==> src/rtl/lsu.sv <==
// Load/store unit: aligns one access, runs req/gnt/rvalid on the data port, returns extended load data.
// Build option LSU_MISALIGN_CHECK_EN rejects misaligned half/word accesses and size 2'b11 without a bus access.
module lsu #(
  parameter int BUS_TIMEOUT_CYCLES = 255
) (
  input  logic        clk_i,
  input  logic        rst_i,
  input  logic        req_valid_i,
  output logic        req_ready_o,
  input  logic        req_we_i,
  input  logic [1:0]  req_size_i,
  input  logic        req_unsigned_i,
  input  logic [31:0] req_addr_i,
  input  logic [31:0] req_wdata_i,
  output logic        resp_valid_o,
  output logic [31:0] resp_rdata_o,
  output logic        resp_err_o,
  output logic        data_req_o,
  input  logic        data_gnt_i,
  output logic [31:0] data_addr_o,
  output logic        data_we_o,
  output logic [3:0]  data_be_o,
  output logic [31:0] data_wdata_o,
  input  logic        data_rvalid_i,
  input  logic [31:0] data_rdata_i,
  input  logic        data_err_i
);

`ifdef LSU_MISALIGN_CHECK_EN
  localparam bit MisalignCheck = 1'b1;
`else
  localparam bit MisalignCheck = 1'b0;
`endif

  localparam int CNT_W = (BUS_TIMEOUT_CYCLES > 0) ? $clog2(BUS_TIMEOUT_CYCLES + 1) : 1;
  localparam bit TmoEn = (BUS_TIMEOUT_CYCLES != 0);
  localparam logic [CNT_W-1:0] TmoLast = CNT_W'((BUS_TIMEOUT_CYCLES > 0) ? BUS_TIMEOUT_CYCLES - 1 : 0);

  typedef enum logic [1:0] {IDLE, REQ, WAIT, RESP} state_e;

  state_e           state_q, state_d;
  logic [CNT_W-1:0] cnt_q, cnt_d;
  logic             err_q, err_d;
  logic [31:0]      addr_q, wdata_q, rdata_q;
  logic [1:0]       size_q;
  logic             we_q, uns_q;

  function automatic logic illegal_f(input logic [1:0] size, input logic [1:0] a);
    logic bad;
    case (size)
      2'b01:   bad = a[0];
      2'b10:   bad = |a;
      2'b11:   bad = 1'b1;
      default: bad = 1'b0;
    endcase
    return MisalignCheck && bad;
  endfunction

  // Halves always use lane a[1]*2; identical to a[1:0] whenever the alignment check passes.
  function automatic logic [3:0] be_f(input logic [1:0] size, input logic [1:0] a);
    case (size)
      2'b00:   return 4'b0001 << a;
      2'b01:   return 4'b0011 << {a[1], 1'b0};
      default: return 4'b1111;
    endcase
  endfunction

  function automatic logic [31:0] wdata_f(input logic [1:0] size, input logic [31:0] wd);
    case (size)
      2'b00:   return {4{wd[7:0]}};
      2'b01:   return {2{wd[15:0]}};
      default: return wd;
    endcase
  endfunction

  function automatic logic [31:0] load_f(input logic [1:0] size, input logic uns,
                                         input logic [1:0] a, input logic [31:0] word);
    logic [31:0]        shb, shh;
    logic signed [7:0]  b;
    logic signed [15:0] h;
    shb = word >> {a, 3'b000};
    shh = word >> {a[1], 4'b0000};
    b   = $signed(shb[7:0]);
    h   = $signed(shh[15:0]);
    case (size)
      2'b00:   return uns ? {24'b0, shb[7:0]} : 32'(b);
      2'b01:   return uns ? {16'b0, shh[15:0]} : 32'(h);
      default: return word;
    endcase
  endfunction

  always_comb begin
    state_d = state_q;
    cnt_d   = cnt_q;
    err_d   = err_q;
    case (state_q)
      IDLE: begin
        if (req_valid_i) begin
          if (illegal_f(req_size_i, req_addr_i[1:0])) begin
            state_d = RESP;
            err_d   = 1'b1;
          end else begin
            state_d = REQ;
            err_d   = 1'b0;
            cnt_d   = '0;
          end
        end
      end
      REQ: begin
        // A grant in the cycle the timeout fires still wins.
        if (data_gnt_i) begin
          state_d = WAIT;
        end else if (TmoEn && (cnt_q == TmoLast)) begin
          state_d = RESP;
          err_d   = 1'b1;
        end else begin
          cnt_d = cnt_q + CNT_W'(1);
        end
      end
      WAIT: begin
        if (data_rvalid_i) begin
          state_d = RESP;
          err_d   = data_err_i;
        end
      end
      default: state_d = IDLE;
    endcase
  end

  always_ff @(posedge clk_i) begin
    if (rst_i) begin
      state_q <= IDLE;
      cnt_q   <= '0;
      err_q   <= 1'b0;
    end else begin
      state_q <= state_d;
      cnt_q   <= cnt_d;
      err_q   <= err_d;
    end
  end

  // Access payload is not reset: every output that exposes it is gated by state.
  always_ff @(posedge clk_i) begin
    if (state_q == IDLE && req_valid_i) begin
      addr_q  <= req_addr_i;
      size_q  <= req_size_i;
      we_q    <= req_we_i;
      uns_q   <= req_unsigned_i;
      wdata_q <= req_wdata_i;
    end
    if (state_q == WAIT && data_rvalid_i) begin
      rdata_q <= data_rdata_i;
    end
  end

  assign req_ready_o  = (state_q == IDLE) && !rst_i;
  assign data_req_o   = (state_q == REQ);
  assign data_addr_o  = data_req_o ? {addr_q[31:2], 2'b00} : '0;
  assign data_we_o    = data_req_o && we_q;
  assign data_be_o    = data_req_o ? be_f(size_q, addr_q[1:0]) : '0;
  assign data_wdata_o = (data_req_o && we_q) ? wdata_f(size_q, wdata_q) : '0;
  assign resp_valid_o = (state_q == RESP);
  assign resp_err_o   = resp_valid_o && err_q;
  assign resp_rdata_o = (resp_valid_o && !err_q && !we_q) ?
                        load_f(size_q, uns_q, addr_q[1:0], rdata_q) : '0;

endmodule

==> config.mk <==
export PLATFORM = sky130hd
export DESIGN_NAME = lsu
export DESIGN_NICKNAME = d
export VERILOG_FILES = /design/src/rtl/lsu.sv
export SDC_FILE = /design/constraint.sdc
export NUM_CORES = 1
export LEC_CHECK = 0
export BUFFER_PORTS_ARGS = -buffer_cell sky130_fd_sc_hd__buf_2
export CORE_MARGIN = 2
export CORE_UTILIZATION = 35
export DETAILED_ROUTE_END_ITERATION = 8
export SYNTH_ARGS = -nofsm -noshare
export SYNTH_HDL_FRONTEND = slang
export SYNTH_SLANG_ARGS = --single-unit
==> constraint.sdc <==
create_clock -name clk_i -period 6 [get_ports clk_i]
set_clock_uncertainty 0.1 [all_clocks]
set_input_delay 0.9 -clock clk_i [delete_from_list [all_inputs] [get_ports clk_i]]
set_output_delay 0.9 -clock clk_i [all_outputs]
set_load 0.01 [all_outputs]
==> results of run 1 <==
state kept, by name (all words and copies together) (netlist names):
signal	count
addr_q	32
rdata_q	32
wdata_q	32
cnt_q	8
size_q	2
state_q	2
err_q	1
uns_q	1
we_q	1
path summary, 6_finish.rpt:
path / start / to / slack (ps) / depth (start not counted)
worst max-delay path: state_q[1]$_SDFFE_PP0P_ / data_wdata_o[13] / 2180 / 5
worst min-delay path: cnt_q[1]$_SDFFE_PP0P_ / cnt_q[1]$_SDFFE_PP0P_ / 410 / 2
worst max register to register: state_q[1]$_SDFFE_PP0P_ / cnt_q[1]$_SDFFE_PP0P_ / 3510 / 6
worst min register to register: cnt_q[1]$_SDFFE_PP0P_ / cnt_q[1]$_SDFFE_PP0P_ / 410 / 2
final cells by class:
cell class	instances	area (um2)	share of cell area
Multi-Input combinational cell	286	1750	0.265
Timing Repair Buffer	210	1060	0.160
Inverter	11	41.3	0.00627
Clock inverter	7	63.8	0.00968
Antenna cell	1	2.50	0.000380
Clock buffer	9	225	0.0342
Tap cell	184	230	0.0349
Sequential cell	111	3220	0.489
placed cells by master (no fill, tap or decap), types with 3 or more instances in the layout:
| cell type | netlist | final |
|---|---|---|
| or3_1 | 4 | 4 |
| o21ai_0 | 7 | 7 |
| ha_1 | 7 | 6 |
| a22oi_1 | 7 | 7 |
| a21oi_1 | 38 | 38 |
| mux2i_1 | 16 | 16 |
| clkbuf_16 | 0 | 9 |
| nor2_1 | 42 | 42 |
| mux2_2 | 10 | 10 |
| inv_6 | 0 | 5 |
| nand2_1 | 55 | 55 |
| nand3_1 | 5 | 5 |
| edfxtp_1 | 100 | 100 |
| nand2b_1 | 4 | 4 |
| a2111oi_0 | 3 | 3 |
| nor2b_1 | 3 | 3 |
| inv_1 | 11 | 11 |
| and3_1 | 11 | 11 |
| a222oi_1 | 7 | 7 |
| buf_2 | 9 | 208 |
| dfxtp_1 | 11 | 11 |
| and2_1 | 36 | 35 |
metrics by stage:
step                power, W  hold WS, ps  instance area [um2]  instances  worst slack [ps]
detailed placement   0.00187          413                 6300        802              2540
global placement     0.00186          378                 6300        802              2680
global route         0.00258          439                 6590        818              1830
finish               0.00243          411                 6590        819              2180
floorplan            0.00158          365                 5120        432              2980
CTS                  0.00247          422                 6590        818              2130
cell families after synthesis:
kind of cell | synth area share
DFF | 0.630
AOI/OAI and AO/OA | 0.0992
other | 0.000733
adders and majority gates | 0.0171
and+or+nand+nor | 0.165
buffers and inverters | 0.0308
muxes | 0.0577
worst min-delay path: stages, from the launching register on:
cell and delay [ps]:
dfxtp_1 340, nand2_1 70, a21oi_1 50
metal layers:
metal / vias to the layer above / GRT usage
met1: 1929 / 0.232
met5: - / 0
met3: 24 / 0.0719
li1: 1960 / -
met4: 0 / 0.0706
met2: 243 / 0.276
power by group through the flow:
stage	logic, W	clock network, W	registers [W]
finish	0.000722	0.000585	0.00112
global route	0.000804	0.000637	0.00114
CTS	0.000735	0.000608	0.00112
detailed placement	0.000731	0	0.00114
global placement	0.000721	0	0.00113
floorplan	0.000478	0	0.00110
==> metrics.md, run 1 <==
| Metric | Value |
|---|---|
| Most frequent cell after synthesis | edfxtp_1 |
| Status | finished, final reports clean |
| Internal Power | 0.00160 W |
| Initial Utilization | 0.355 |
| TritonCTS clock tree | done |
| Post-synth ARST share | 0 |
| Clock Sinks | 111 |
| Wire length per cell | 17.2 um |
| Hold WC Path Type | reg -> reg |
| Total GRT Usage | 0.181 |
| Top cells by area, synth | edfxtp_1, and2_1, dfxtp_1, nand2_1, a21oi_1 |
| Setup crit start kind | register |
| Number of global-route vias before repair | between 4000 and 5000 |
| Cell taking the most area after synthesis | edfxtp_1 |
| Max-cap violations | 0 |
| Area delta synth->final | 28.7% |
| Power share of the sequential group | 0.462 |
| Fill cells | roughly 1300 |
| Final core utilization | 0.457 |
| Vias | about 4200 |
| CTS root buf | clkbuf_16 |
| First-pass GRT wire length | 22200 um |
| Final Setup Violations | 0 |
| I/O pins | 211 |
| Psw | about 0.00083 W |
| Slew Viols, Final | 0 |
| DR iter-0 viols | around 360 |
| Post-CTS Resized | 0 |
| Post-route clock period utilization | 0.636 |
| Leakage | 2.96 nW |
| Combinational power share | 0.297 |
| Routability cong. | 0.909 |
| Yosys warns | 0 |
| Netlist cell types | between 40 and 50 |
| Met3 WL | approximately 1500 um |
| Post-synth top area share | 0.587 |
| Main flop type after synthesis | edfxtp_1 |
| Clock Latency Late Sink | about 350 ps |
| Met1 WL | about 5900 um |
| Mean area per synthesized cell | approximately 12 um2 |
| TritonRoute pass-1 iters | 5 |
| Buf/Inv on CP | 2 |
| Cells after synthesis | around 430 |
| Top post-synthesis cells by count | edfxtp_1, nand2_1, nor2_1, a21oi_1, and2_1 |
| Worst Tran Pin Value | 920 ps |
| Initial antenna violation count | 0 |
| Cts bufs inserted | 9 |
| CP top delay family | adder cells |
| FMAX | approximately 0.26 GHz |
| Largest net degree at the start of global routing | a little under 70 |
| Clock power frac | 0.241 |
| Worst Setup Path Type | reg -> out |
| Final ANT Viol Nets | 0 |
| H-tree levels | 3 |
| Critical Path Sink Type | output port |
| Peak per-stage delay on the critical path | approximately 760 ps |
| Worst supply voltage drop on vdd | about 0.00019 V |
| Dpl hpwl | about 10000 um |
| Die height | 125 um |
| FF+latch count, synth | ~110 |
| Required time of the worst setup path | 5000 ps |
| Post-CTS Setup Bufs | 0 |
| Slew headroom | 0.387 |
| Sequential fraction of the synthesis area | 0.630 |
| Uppermost layer routed | met4 |
| Share of cells above drive strength 1 | 0.388 |
| CTS clk-pin slew, worst paths | approximately 80 ps |
| CP arrival | between 2000 and 3000 ps |
| Final Hold Vio Count | 0 |
| Core Area | around 14000 um2 |
| Unrepaired setup endpoints after global routing | no |
| Post-synth EDFFs | 100 |
| Routed Wire Length | roughly 14000 um |
| Post-CTS Hold Buffers | 0 |
| Drc violations | 0 |
| Netlist Area Pre-Place | roughly 5100 um2 |
| Detail Route met2 WL | approximately 6400 um |
| PwrDens | between 300 and 400 nW/um2 |
| Global route overflow | 0 |
| Slowest-stage cell, CP | ha_2 |
| Sum of negative setup slack | 0 ps |
| Post-layout net count | about 740 |
| Vias per std cell | a little over 5 |
| PortBufs | ~210 |
| Die ar. | around 16000 um2 |
| Width of the die | 125 um |
| CTS Buffer Depth | 2 |
| CP Max Fanout | 55 |
| Final min period | 3820 ps |
| Row count | 44 |
| Net Sw Frac | 0.343 |
| Crit-path cells | inv_1 > ha_2 > nand2_1 > a21oi_1 > buf_2 |
No activity file was read; power rests on OpenSTA's default activity.
==> run 2: changes to the inputs <==
--- a/config.mk
+++ b/config.mk
@@ -5,6 +5,7 @@
 export SDC_FILE = /design/constraint.sdc
 export NUM_CORES = 1
 export LEC_CHECK = 0
+export ABC_AREA = 1
 export BUFFER_PORTS_ARGS = -buffer_cell sky130_fd_sc_hd__buf_2
 export CORE_MARGIN = 2
 export CORE_UTILIZATION = 35
==> constraint.sdc (replaced) <==
create_clock -name clk_i -period 3.3 [get_ports clk_i]
set_clock_uncertainty 0.1 [all_clocks]
set_input_delay 0.495 -clock clk_i [delete_from_list [all_inputs] [get_ports clk_i]]
set_output_delay 0.495 -clock clk_i [all_outputs]
set_load 0.01 [all_outputs]
==> metrics.md, run 2 <==
| Metric | Value |
|---|---|
| Status | finished, final reports clean |
| Largest net degree at the start of global routing | 38 |
| Area delta synth->final | 29.8% |
| Post-CTS Resized | 0 |
| CTS Buffer Depth | 2 |
| Slowest-stage cell, CP | edfxtp_1 |
| Commonest non-fill, non-tap cells in the layout | buf_2, nand2_1, edfxtp_1 |
| Area of the multi-input gates | around 1600 um2 |
| Min setup slack post-route | about 430 ps |
| CTS clk-pin slew, worst paths | 80 ps |
| Max-cap violations | 0 |
| Most common cell on crit path | nand2_1 |
| Drc violations | 0 |
| Total GRT Usage | 0.173 |
| DR iter-0 viols | between 300 and 400 |
| Row count | 44 |
| Post-layout net count | ~860 |
| Global route overflow | 0 |
| Initial Utilization | 0.358 |
| Routed Wire Length | 13800 um |
| Final Cell Area | just under 7000 um2 |
| Cts bufs inserted | 9 |
| Sum of negative setup slack | 0 ps |
| Worst Tran Pin Value | between 600 and 700 ps |
| I/O pins | roughly 210 |
| Wire length per cell | 14.7 um |
| Crit path from | addr_q[0]$_DFFE_PP_ |
| Setup crit start kind | register |
| TritonCTS clock tree | done |
| Peak per-stage delay on the critical path | between 700 and 800 ps |
| Width of the die | 126 um |
| Netlist cell types | 33 |
| Required time of the worst setup path | about 2700 ps |
| Leakage | approximately 3.4 nW |
| Buf/Inv on CP | 2 |
| Post-synth ARST share | 0 |
| Critical Path Sink Type | output port |
| Number of global-route vias before repair | between 4000 and 5000 |
| Hold Path Cell Cnt | 1 |
| Power, Total | 0.00448 W |
| Slew Viols, Final | 0 |
| Top cells by area, synth | edfxtp_1, nand2_1, inv_1, nor2_1, dfxtp_1 |
| Commonest non-fill, non-tap cell in the layout | buf_2 |
| Biggest regs | addr_q (32), rdata_q (32), wdata_q (32) |
| Worst Setup Path Type | reg -> out |
| Cell taking the most area after synthesis | edfxtp_1 |
| Initial antenna violation count | 2 |
| Die ar. | 15800 um2 |
| Post-route clock period utilization | 0.869 |
| CP arrival | between 2000 and 2500 ps |
| Post-CTS Hold Buffers | 0 |
| PwrDens | around 670 nW/um2 |
| Vias | ~4500 |
| Worst supply voltage drop on vdd | approximately 0.00044 V |
| Final ANT Viol Nets | 0 |
| Pre-CTS WS | ~870 ps |
| Top post-synthesis cells by count | nand2_1, edfxtp_1, inv_1, nor2_1, nand3_1 |
| Worst hold start | req_wdata_i[30] |
| Post-synth EDFFs | 100 |
| Post-synth top area share | 0.579 |
| DP Area | ~6400 um2 |
| Slew headroom | 0.571 |
| Final Setup Violations | 0 |
| Hold WC Path Type | in -> reg |
| Die height | approximately 130 um |
| Final Hold Vio Count | 0 |
| Core Area | around 14000 um2 |
| R2R Path End | cnt_q[5]$_SDFFE_PP0P_ |
| Dpl hpwl | about 10000 um |
| Unrepaired setup endpoints after global routing | no |
| Fill cells | ~1400 |
| H-tree levels | 3 |
| Sequential cell area | approximately 3200 um2 |
| Worst hold path endpoint | wdata_q[30]$_DFFE_PP_ |
| CTS root buf | clkbuf_16 |
| Netlist Area Pre-Place | 5190 um2 |
| R2R Setup Slk | 1220 ps |
| Most frequent cell after synthesis | nand2_1 |
| Crit-path cells | inv_1 > nand2_1 > nand2_1 > nand2_1 > nand2_2 > nand3_4 > nand3_2 > nand2_4 > nor2_1 > buf_2 |
| Post-CTS Setup Bufs | 0 |
| Vias per std cell | 4.74 |
| Yosys warns | 0 |
| Mean area per synthesized cell | around 9.6 um2 |
| FF-to-FF Start | state_q[1]$_SDFFE_PP0P_ |
| CP top delay family | simple AND/OR/NAND/NOR gates |
| Main flop type after synthesis | edfxtp_1 |
| R2r worst-path depth | 9 |
| Cells after synthesis | 540 |
| First-pass GRT wire length | 21600 um |
| Routability cong. | about 0.84 |
| CP Max Fanout | 20 |
| Final min period | 2870 ps |
| Fin Hold WS | between 200 and 250 ps |
| FF+latch count, synth | 111 |
| Share of cells above drive strength 1 | 0.336 |
| Sequential fraction of the synthesis area | 0.621 |
| Clock Sinks | 111 |
| Clock Latency Late Sink | 350 ps |
| TritonRoute pass-1 iters | 5 |
| FMAX | between 0.3 and 0.4 GHz |
| PortBufs | 208 |
run 2: worst reg2reg max path, cell delays in order, from the launching register on:
cell and delay (ps):
dfxtp_1 390, inv_1 100, ha_1 200, buf_4 260, inv_2 220, nand2_1 70, nand2_1 140, nand3_2 210
o21ai_0 220, nor2_1 70
run 2: power breakdown:
| group | internal [W] | total (W) | switching [W] |
|---|---|---|---|
| logic | 0.000472 | 0.00144 | 0.000964 |
| clock network | 0.000536 | 0.00108 | 0.000543 |
| registers | 0.00184 | 0.00196 | 0.000124 |
| total | 0.00285 | 0.00448 | 0.00163 |
run 2: logic make-up after synthesis:
| logic type | synth area share |
|---|---|
| AND/OR/NAND/NOR | 0.214 |
| flip-flops | 0.621 |
| buffers and inverters | 0.0789 |
| AO/OA/AOI/OAI | 0.0659 |
| adder cells (fa/ha/maj) | 0.0169 |
| XOR/XNOR | 0.00169 |
| other | 0.000723 |
run 2: area by class of cell:
class / count / share of cell area
diodes: 2 / 0.000744
clock buffers: 10 / 0.0340
clock inverters: 6 / 0.00948
inverters: 82 / 0.0457
multi-input cells: 329 / 0.231
flip-flops and latches: 111 / 0.479
well taps: 184 / 0.0342
repair buffers: 216 / 0.165
run 2: worst max path at each step:
stage	to	slack [ps]	depth (start not counted)
2_1_floorplan	addr_q[0]$_DFFE_PP_	790	4
3_3_place_gp	resp_rdata_o[19]	950	10
3_5_place_dp	resp_rdata_o[25]	870	10
4_1_cts	resp_rdata_o[25]	480	10
5_1_grt	resp_rdata_o[19]	230	10
6_report	resp_rdata_o[18]	430	10
run 2: through the flow:
stage          std cells  utilization
2_1_floorplan        541            -
3_3_place_gp         922        0.444
5_1_grt              940        0.465
6_report             940        0.465
4_1_cts              938        0.464
3_5_place_dp         922        0.444
run 2: metal layers:
layer	global-route usage	vias to the layer above	wire length, um
met2	0.299	162	7000
met5	0	-	0
met1	0.202	2088	5600
met4	0.0718	0	250
met3	0.0506	19	927
li1	-	2184	-
